### src/rtl/instr_fetch_if.sv
// Fetch-stage bundle: PC/flush from PC control, instruction memory read port,
// and the instruction register handshake toward decode.
interface instr_fetch_if;
  logic [31:0] pc;
  logic        flush;
  logic [31:0] mem_addr;
  logic        mem_req;
  logic [31:0] mem_rdata;
  logic        mem_ready;
  logic [31:0] ir;
  logic [31:0] ir_pc;
  logic        ir_valid;
  logic        ir_ready;
  logic        pc_advance;
  logic        fault;

  modport master (
    input  pc, flush, mem_rdata, mem_ready, ir_ready,
    output mem_addr, mem_req, ir, ir_pc, ir_valid, pc_advance, fault
  );

  modport slave (
    output pc, flush, mem_rdata, mem_ready, ir_ready,
    input  mem_addr, mem_req, ir, ir_pc, ir_valid, pc_advance, fault
  );
endinterface

### src/rtl/instr_fetch.sv
// Instruction fetch stage: samples PC, runs one req/ready memory read, holds the
// word for decode and pulses pc_advance once per completed fetch.
module instr_fetch #(
  parameter logic [31:0] NOP_WORD = 32'h0000_0000,
  parameter logic [7:0]  MAX_WAIT = 8'd15
) (
  input logic           clock,
  input logic           reset,
  instr_fetch_if.master fe
);

  typedef enum logic [1:0] {
    S_IDLE  = 2'd0,
    S_FETCH = 2'd1,
    S_HOLD  = 2'd2,
    S_FAULT = 2'd3
  } state_e;

  state_e      state_q, state_d;
  logic [31:0] mem_addr_q, mem_addr_d;
  logic        mem_req_q, mem_req_d;
  logic [31:0] ir_q, ir_d;
  logic [31:0] ir_pc_q, ir_pc_d;
  logic        ir_valid_q, ir_valid_d;
  logic        pc_advance_q, pc_advance_d;
  logic        fault_q, fault_d;
  logic [7:0]  wait_q, wait_d;
  logic [7:0]  wait_inc;
  logic        flush_act;
  logic        mem_done;
  logic        timeout;

  function automatic logic [7:0] sat_inc8(input logic [7:0] v);
    return (v == 8'hFF) ? v : v + 8'd1;
  endfunction

  assign wait_inc  = sat_inc8(wait_q);
  assign flush_act = fe.flush && (state_q != S_FAULT);
  assign mem_done  = mem_req_q && fe.mem_ready;
  assign timeout   = (MAX_WAIT != 8'd0) && (wait_inc == MAX_WAIT);

  // State register
  always_ff @(posedge clock) begin
    if (reset) begin
      state_q <= S_IDLE;
    end else begin
      state_q <= state_d;
    end
  end

  // Next-state logic; flush overrides everything except a latched fault
  always_comb begin
    state_d = state_q;
    if (flush_act) begin
      state_d = S_IDLE;
    end else begin
      case (state_q)
        S_IDLE: begin
          if (fe.pc[1:0] != 2'b00) state_d = S_FAULT;
          else                     state_d = S_FETCH;
        end
        S_FETCH: begin
          if (mem_done)     state_d = S_HOLD;
          else if (timeout) state_d = S_FAULT;
        end
        S_HOLD: begin
          if (ir_valid_q && fe.ir_ready) state_d = S_IDLE;
        end
        default: state_d = S_FAULT;
      endcase
    end
  end

  // Output next-values, derived from the transition being taken
  always_comb begin
    mem_addr_d   = mem_addr_q;
    mem_req_d    = mem_req_q;
    ir_d         = ir_q;
    ir_pc_d      = ir_pc_q;
    ir_valid_d   = ir_valid_q;
    pc_advance_d = 1'b0;
    fault_d      = fault_q;
    wait_d       = wait_q;

    if (flush_act) begin
      mem_req_d  = 1'b0;
      ir_valid_d = 1'b0;
      ir_d       = NOP_WORD;
      wait_d     = 8'd0;
    end else begin
      case (state_q)
        S_IDLE: begin
          if (state_d == S_FETCH) begin
            mem_addr_d = fe.pc;
            mem_req_d  = 1'b1;
            wait_d     = 8'd0;
          end
        end
        S_FETCH: begin
          if (state_d == S_HOLD) begin
            ir_d         = fe.mem_rdata;
            ir_pc_d      = mem_addr_q;
            ir_valid_d   = 1'b1;
            mem_req_d    = 1'b0;
            pc_advance_d = 1'b1;
          end else begin
            wait_d = wait_inc;
          end
        end
        S_HOLD: begin
          if (state_d == S_IDLE) ir_valid_d = 1'b0;
        end
        default: ;
      endcase
    end

    // Fault entry and residence both force the safe output set
    if (state_d == S_FAULT) begin
      fault_d      = 1'b1;
      mem_req_d    = 1'b0;
      ir_valid_d   = 1'b0;
      ir_d         = NOP_WORD;
      pc_advance_d = 1'b0;
    end
  end

  always_ff @(posedge clock) begin
    if (reset) begin
      mem_addr_q   <= 32'd0;
      mem_req_q    <= 1'b0;
      ir_q         <= NOP_WORD;
      ir_pc_q      <= 32'd0;
      ir_valid_q   <= 1'b0;
      pc_advance_q <= 1'b0;
      fault_q      <= 1'b0;
      wait_q       <= 8'd0;
    end else begin
      mem_addr_q   <= mem_addr_d;
      mem_req_q    <= mem_req_d;
      ir_q         <= ir_d;
      ir_pc_q      <= ir_pc_d;
      ir_valid_q   <= ir_valid_d;
      pc_advance_q <= pc_advance_d;
      fault_q      <= fault_d;
      wait_q       <= wait_d;
    end
  end

  assign fe.mem_addr   = mem_addr_q;
  assign fe.mem_req    = mem_req_q;
  assign fe.ir         = ir_q;
  assign fe.ir_pc      = ir_pc_q;
  assign fe.ir_valid   = ir_valid_q;
  assign fe.pc_advance = pc_advance_q;
  assign fe.fault      = fault_q;

endmodule

### src/flat_wrapper.sv
// flat-port wrapper written by rule: the top's interface ports become plain ports
module instr_fetch_flat 
#(
  parameter logic [31:0] NOP_WORD = 32'h0000_0000,
  parameter logic [7:0]  MAX_WAIT = 8'd15
)
  (clock, reset, fe_pc, fe_flush, fe_mem_rdata, fe_mem_ready, fe_ir_ready, fe_mem_addr, fe_mem_req, fe_ir, fe_ir_pc, fe_ir_valid, fe_pc_advance, fe_fault);
  instr_fetch_if fe_i ();
  input logic clock;
  input logic reset;
  input wire logic [$bits(fe_i.pc)-1:0] fe_pc;
  input wire logic [$bits(fe_i.flush)-1:0] fe_flush;
  input wire logic [$bits(fe_i.mem_rdata)-1:0] fe_mem_rdata;
  input wire logic [$bits(fe_i.mem_ready)-1:0] fe_mem_ready;
  input wire logic [$bits(fe_i.ir_ready)-1:0] fe_ir_ready;
  output wire logic [$bits(fe_i.mem_addr)-1:0] fe_mem_addr;
  output wire logic [$bits(fe_i.mem_req)-1:0] fe_mem_req;
  output wire logic [$bits(fe_i.ir)-1:0] fe_ir;
  output wire logic [$bits(fe_i.ir_pc)-1:0] fe_ir_pc;
  output wire logic [$bits(fe_i.ir_valid)-1:0] fe_ir_valid;
  output wire logic [$bits(fe_i.pc_advance)-1:0] fe_pc_advance;
  output wire logic [$bits(fe_i.fault)-1:0] fe_fault;
  assign fe_i.pc = fe_pc;
  assign fe_i.flush = fe_flush;
  assign fe_i.mem_rdata = fe_mem_rdata;
  assign fe_i.mem_ready = fe_mem_ready;
  assign fe_i.ir_ready = fe_ir_ready;
  assign fe_mem_addr = fe_i.mem_addr;
  assign fe_mem_req = fe_i.mem_req;
  assign fe_ir = fe_i.ir;
  assign fe_ir_pc = fe_i.ir_pc;
  assign fe_ir_valid = fe_i.ir_valid;
  assign fe_pc_advance = fe_i.pc_advance;
  assign fe_fault = fe_i.fault;
  instr_fetch #(.NOP_WORD(NOP_WORD), .MAX_WAIT(MAX_WAIT)) u_core (.clock(clock), .reset(reset), .fe(fe_i));
endmodule
### config.mk
export PLATFORM = sky130hd
export DESIGN_NAME = instr_fetch_flat
export DESIGN_NICKNAME = d
export VERILOG_FILES = /design/src/rtl/instr_fetch_if.sv /design/src/rtl/instr_fetch.sv /design/src/flat_wrapper.sv
export SDC_FILE = /design/constraint.sdc
export NUM_CORES = 1
export LEC_CHECK = 0
export BUFFER_PORTS_ARGS = -buffer_cell sky130_fd_sc_hd__buf_2
export CAP_MARGIN = 10
export CORE_ASPECT_RATIO = 1.25
export CORE_UTILIZATION = 49
export DETAILED_ROUTE_END_ITERATION = 16
export GPL_ROUTABILITY_DRIVEN = 1
export PLACE_DENSITY = 0.8
export SKIP_LAST_GASP = 1
export SYNTH_ARGS = -nofsm -noshare
export SYNTH_HDL_FRONTEND = slang
export SYNTH_SLANG_ARGS = --single-unit
export TNS_END_PERCENT = 20
### constraint.sdc
create_clock -name clock -period 2.9 [get_ports clock]
set_input_delay 0.435 -clock clock [delete_from_list [all_inputs] [get_ports clock]]
set_output_delay 0.435 -clock clock [all_outputs]
set_load 0.01 [all_outputs]
# After elaboration in Yosys (flattened, before gate mapping)
# Cells that the tools add are included.
[word_totals] word_cells=58 reg_bits=110 input_bits=69 output_inout_bits=100
[op_classes] reduce_logical=17 bitwise=2 n_eq_ne=12 addsub=1 n_mux=17
[op_table] op="two-way mux 8 bit" n=3
[op_table] op="one-hot mux 8 bit (2 select lines)" n=1
[op_table] op="AND reduction 3 bit" n=5
[op_table] op="two-way mux 2 bit" n=5
[op_table] op="adder 8 x 1 -> 8 bit, second input constant" n=1
[op_table] op="equality test 8 x 4 -> 1 bit, second input constant" n=1
[op_table] op="equality test 8 bit, second input constant" n=1
[op_table] op="equality test 2 bit, second input constant" n=3
[op_table] op="!= test 2 x 1 -> 1 bit, second input constant" n=3
[op_table] op="one-hot mux 2 bit (3 select lines)" n=1
[op_table] op="nonzero test 2 bit" n=3
[op_table] op="two-way mux 1 bit" n=5
[op_table] op="equality test 2 x 1 -> 1 bit, second input constant" n=2
[op_table] op="zero test 2 bit" n=2
[op_table] op="!= test 2 bit, second input constant" n=2
[op_table] op="one-hot mux 1 bit (2 select lines)" n=2
[op_table] op="OR reduction 4 bit" n=1
[op_table] op="logical AND 1 bit" n=3
[op_table] op="OR reduction 3 bit" n=1
[op_table] op="NOT 1 bit" n=2
[op_table] op="AND reduction 2 bit" n=1
[op_table] op="OR reduction 2 bit" n=1

# Longest topological paths before layout
[logic_depth] depth_word=10 depth_mapped=12

# Least setup slack after synthesis
# OpenSTA, ideal clock, no wires.
[synth_path] path_type="flip-flop to flip-flop" from="register u_core.state_q[0]" to="register u_core.mem_addr_q[10] (netlist: u_core.fe.mem_addr[10])" path_slack_ns=0.585 arrival_time_ns=2.245 setup_time_ns=0.070 path_stages_with_launch=13 required_time_ns=2.830 period_less_slack_ns=2.315 path_buffers=3 cell_sequence="dfxtp_1 > inv_1 > ha_1 > clkbuf_1 > o21ai_0 > nand2b_1 > a211oi_1 > a21o_1 > and3_1 > buf_4 > buf_2 > nand2_1 > a21oi_1"
[synth_via] elab_chain_cells=6 word_cells_on_any_way=13 classes_between="eq/ne (4); mux (5); bitwise (1); reduce/logical (3)"
[synth_rtl] element="from (decl)" line_no="instr_fetch.sv:19" rtl="state_e state_q, state_d;"
[synth_rtl] element="from (signal assigned)" line_no="instr_fetch.sv:47" rtl="state_q <= state_d;"
[synth_rtl] element="two-way mux 2 bit" line_no="instr_fetch.sv:64" rtl="else if (timeout) state_d = S_FAULT;"
[synth_rtl] element="two-way mux 2 bit" line_no="instr_fetch.sv:63" rtl="if (mem_done) state_d = S_HOLD;"
[synth_rtl] element="one-hot mux 2 bit (3 select lines)" line_no="instr_fetch.sv:57" rtl="case (state_q)"
[synth_rtl] element="two-way mux 2 bit" line_no="instr_fetch.sv:54" rtl="if (flush_act) begin"
[synth_rtl] element="equality test 2 x 1 -> 1 bit" line_no="instr_fetch.sv:93" rtl="if (state_d == S_FETCH) begin"
[synth_rtl] element="AND reduction 3 bit (no line) *"
[synth_rtl] element="to (signal assigned)" line_no="instr_fetch.sv:138" rtl="mem_addr_q <= mem_addr_d;"
[synth_rtl] element="to (decl)" line_no="instr_fetch.sv:20" rtl="logic [31:0] mem_addr_q, mem_addr_d;"
# Every way passes the cells marked *; elsewhere a longest branch is shown, timed or not.
# A chain may end at the register's enable or synchronous reset.

# Worst setup path after layout
[layout_path] from="register u_core.wait_q[0]" to="register u_core.ir_pc_q[16] (netlist: u_core.fe.ir_pc[16])"
[layout_via] elab_chain_cells=9 word_cells_on_any_way=10 classes_between="add/sub (1); eq/ne (3); mux (5); reduce/logical (1)"
[layout_rtl] element="from (decl)" line_no="instr_fetch.sv:27" rtl="logic [7:0] wait_q, wait_d;"
[layout_rtl] element="from (signal assigned)" line_no="instr_fetch.sv:145" rtl="wait_q <= wait_d;"
[layout_rtl] element="adder 8 x 1 -> 8 bit / equality test 8 bit (equally long branches)" line_no="instr_fetch.sv:34" rtl="return (v == 8'hFF) ? v : v + 8'd1;"
[layout_rtl] element="two-way mux 8 bit *" line_no="instr_fetch.sv:34"
[layout_rtl] element="equality test 8 x 4 -> 1 bit *" line_no="instr_fetch.sv:40" rtl="assign timeout = (MAX_WAIT != 8'd0) && (wait_inc == MAX_WAIT);"
[layout_rtl] element="two-way mux 2 bit *" line_no="instr_fetch.sv:64"
[layout_rtl] element="two-way mux 2 bit *" line_no="instr_fetch.sv:63"
[layout_rtl] element="one-hot mux 2 bit (3 select lines) *" line_no="instr_fetch.sv:57"
[layout_rtl] element="two-way mux 2 bit *" line_no="instr_fetch.sv:54"
[layout_rtl] element="equality test 2 bit *" line_no="instr_fetch.sv:100" rtl="if (state_d == S_HOLD) begin"
[layout_rtl] element="AND reduction 3 bit (no line) *"
[layout_rtl] element="to (signal assigned)" line_no="instr_fetch.sv:141" rtl="ir_pc_q <= ir_pc_d;"
[layout_rtl] element="to (decl)" line_no="instr_fetch.sv:23" rtl="logic [31:0] ir_pc_q, ir_pc_d;"
# Marks and branches as above.

==> impl_results.md <==
- Initial antenna violation count: 0
- Sink Count: 110
- Post-synth cell types: 50
- Clock Tree Buf Depth: 2
- Hold-fix buffer count after cts: 0
- Share of cells above drive strength 1: 32.2%
- Layout area overhead: 25.2%
- CP startpoint kind: register
- Remaining DRCs: 0
- CP required: 3130 ps
- Skew-Pair Late Insertion Delay: 360 ps
- I/O pin total: 169
- Max_cap viols: 0
- Ranking of synthesized cells by area: dfxtp_1 50%, mux2i_1 15%, nor2_1 6.4%
- Via density: 5.14
- Max FO, Critical Path: 17
- HP Class: input port to register
- Synthesized area per cell: 9.41 µm²
- Total negative slack: 0 ps
- Sequential fraction of the synthesis area: 50.0%
- Hold Path Stages: 3
- Filler cell count: 719
- Die extent in y: 108 µm
- Area of the multi-input gates: 2000 µm²
- Final wirelength: 10400 µm
- Post-synth EDFFs: 0
- Clk_skew: 9.94 ps
- Top post-synthesis cells by count: 110 x dfxtp_1, 75 x nor2_1, 72 x nand2_1
- Root buffer cell: clkbuf_8
- Least-Margin Pin Slew: 635 ps
- Reg-to-Reg Start: u_core.wait_q[0]
- Adder-cell area share of the yosys netlist: 1.70%
- DRT iter0 DRCs: 268
- H-tree lvl count: 3
- FF-to-FF End: u_core.fe.ir_pc[16]
- Clock slew at reported path FFs: 100 ps
- Vias in the first global route: 3574
- Critical Path End: u_core.fe.ir_pc[16]
- Finished Layout Cells: 756
- Total GRT Usage: 21.9%
- Most frequent cell after synthesis: dfxtp_1
- Leakage: 2.96 nW
- Crit end category: register
- Tmin final: 2770 ps
- Worst slew margin: 57.7%
- I/O Buffers: 168
- Crit path launch: u_core.wait_q[0]
- RSZ-0062 raised after global routing: yes
- Die ar.: 9370 µm²
- Hold Slack: 300 ps
- TritonCTS clock tree: built
- Initial core utilization: 50.6%
- Core area: 8700 µm²
- Via count: 3886
- XOR/XNOR Fraction of Synth Area: 0.398%
- # diodes: 0
- FF+latch count, synth: 110
- # rows: 38
- Top-area cell type share of the netlist area: 50.0%
- Worst Path Arrival: 3000 ps
- Setup-failing EPs final: 0
- Seq. cell area: 2200 µm²
- Critical path cell sequence: ha_1, nand4_1, o211a_1, o2111ai_1, and2_1, nand4_4, buf_12, mux2i_1, nor2_1
- PwrDens: 499 nW/µm²
- Num CTS Buffers: 9
- Post-synthesis mux area share: 14.5%
- Post-synthesis cell count: 468
- Antenna Nets Post-Route: 0
- Peak Freq: 361 MHz
- Avg WL per Cell: 13.7 µm
- Post-DP HPWL: 7640 µm
- Synth Area in Compound Gates: 11.1%
- Synth area leader: dfxtp_1
- Slowest CP cell: dfxtp_1
- Simple-Gate Fraction of Synth Area: 17.5%
- R2R Setup Slk: 130 ps
- Die Width: 86.8 µm
- Synthesized Nets: 543
- Total congestion overflow: 0
- YS warnings: 0
- Worst vdd ir: 0.000337 V
- DRT Pass-1 Iters: 5
- Nets: 707
- Largest net degree at the start of global routing: 66
- Async SR Flop Fraction: 0%
- Post-synth top flop: dfxtp_1
- Setup Crit Path Kind: register to register
- Path depth of the worst reg2reg path: 9
- Slew Viols, Final: 0
- Fin crit share: 95.4%
- Inst Count DP: 741
- CP max stage delay: 440 ps
- Post-Syn Area: 4400 µm²
- Final Hold Viols: 0
- GPL Wtd Cong: 0.938
- Status: finished, final reports clean
- Largest family of logic cells by synthesized area: simple AND/OR/NAND/NOR gates
- First-pass GRT wire length: 16200 µm
through the flow:
stage | power (mW) | setup slack [ps] | cell area, µm² | util, %
after floorplan | 1.84 | 585 | 4400 | -
after global placement | 1.97 | 307 | 5350 | 61.4
after detailed placement | 1.99 | 210 | 5350 | 61.4
after CTS | 2.77 | 167 | 5510 | 63.3
after global routing | 2.89 | -13.2 | 5510 | 63.4
final | 2.75 | 134 | 5510 | 63.4
cell usage in the layout, fill, tap and decap left out, types with 3 or more instances in the layout:
cell      synthesis  layout
o31ai_1           3       3
buf_2             6     168
a21o_1            3       3
ha_1              6       6
a21oi_1          37      37
inv_1             6       6
nand2b_1          4       4
mux2i_1          64      64
dfxtp_1         110     110
o21ai_0           5       5
a32o_1            3       3
clkinv_2          0       4
a211o_1           3       3
nor3b_1           3       3
nor3_1            5       5
buf_4             3       8
nand2_1          72      72
nor2_1           75      75
clkbuf_8          0       9
buf_12            1       4
nand3_1           5       5
flip-flops by register name, indices dropped and copies added, names as in the netlist:
| register | cells |
|---|---|
| u_core.fe.ir | 32 |
| u_core.fe.ir_pc | 32 |
| u_core.wait_q | 8 |
| u_core.fe.ir_valid | 1 |
| u_core.fe.mem_req | 1 |
| u_core.state_q | 2 |
| u_core.fe.mem_addr | 32 |
| u_core.fe.pc_advance | 1 |
| u_core.fe.fault | 1 |
how the worst min path moves through the flow:
| stage | startpoint | end |
|---|---|---|
| after detailed placement | u_core.fe.fault | u_core.fe.fault |
| after floorplan | u_core.fe.fault | u_core.fe.fault |
| final | fe_pc[10] | u_core.fe.mem_addr[10] |
| after CTS | fe_pc[10] | u_core.fe.mem_addr[10] |
| after global placement | u_core.fe.fault | u_core.fe.fault |
| after global routing | fe_pc[13] | u_core.fe.mem_addr[13] |
logic make-up (layout without fill, tap and decap cells):
family,Yosys count,count (layout)
muxes,64,64
buffers and inverters,33,201
DFF,110,110
and+or+nand+nor,179,179
adders and majority gates,6,6
AOI/OAI and AO/OA,74,74
xor gates and xnor gates,2,2
repair_timing:
item | in CTS | in global routing
buffers inserted | 0 | 0
setup endpoints to repair | 0 | 4
gates resized for setup | 0 | 1
metal layers:
layer	vias to the layer above	track usage (%)	part of all wire (%)
met5	-	0	0
met4	0	9.52	2.8
met3	26	4.96	4.8
met2	138	39.4	53
met1	1807	24.4	40
li1	1915	-	-
worst max-delay path, delay by kind of cell, from the launching register on:
family | cells | cell delay (ps)
flops | 1 | 440
mux | 1 | 200
compound gates | 2 | 510
fa+ha+maj | 1 | 320
buf+inv | 1 | 300
simple gates | 4 | 860
area by class of cell:
class,count,area share [%]
timing repair buffer,180,17.8
clock buffer,9,2.25
clock inverter,6,0.703
inverter,6,0.408
sequential,110,39.9
multi-input combinational,325,36.2
tap,120,2.72
power by group:
group	total, mW	internal, mW	switching [mW]
Clock	0.801	0.308	0.493
Sequential	1.58	1.55	0.0307
Combinational	0.370	0.149	0.220
No activity file was read; power rests on OpenSTA's default activity.
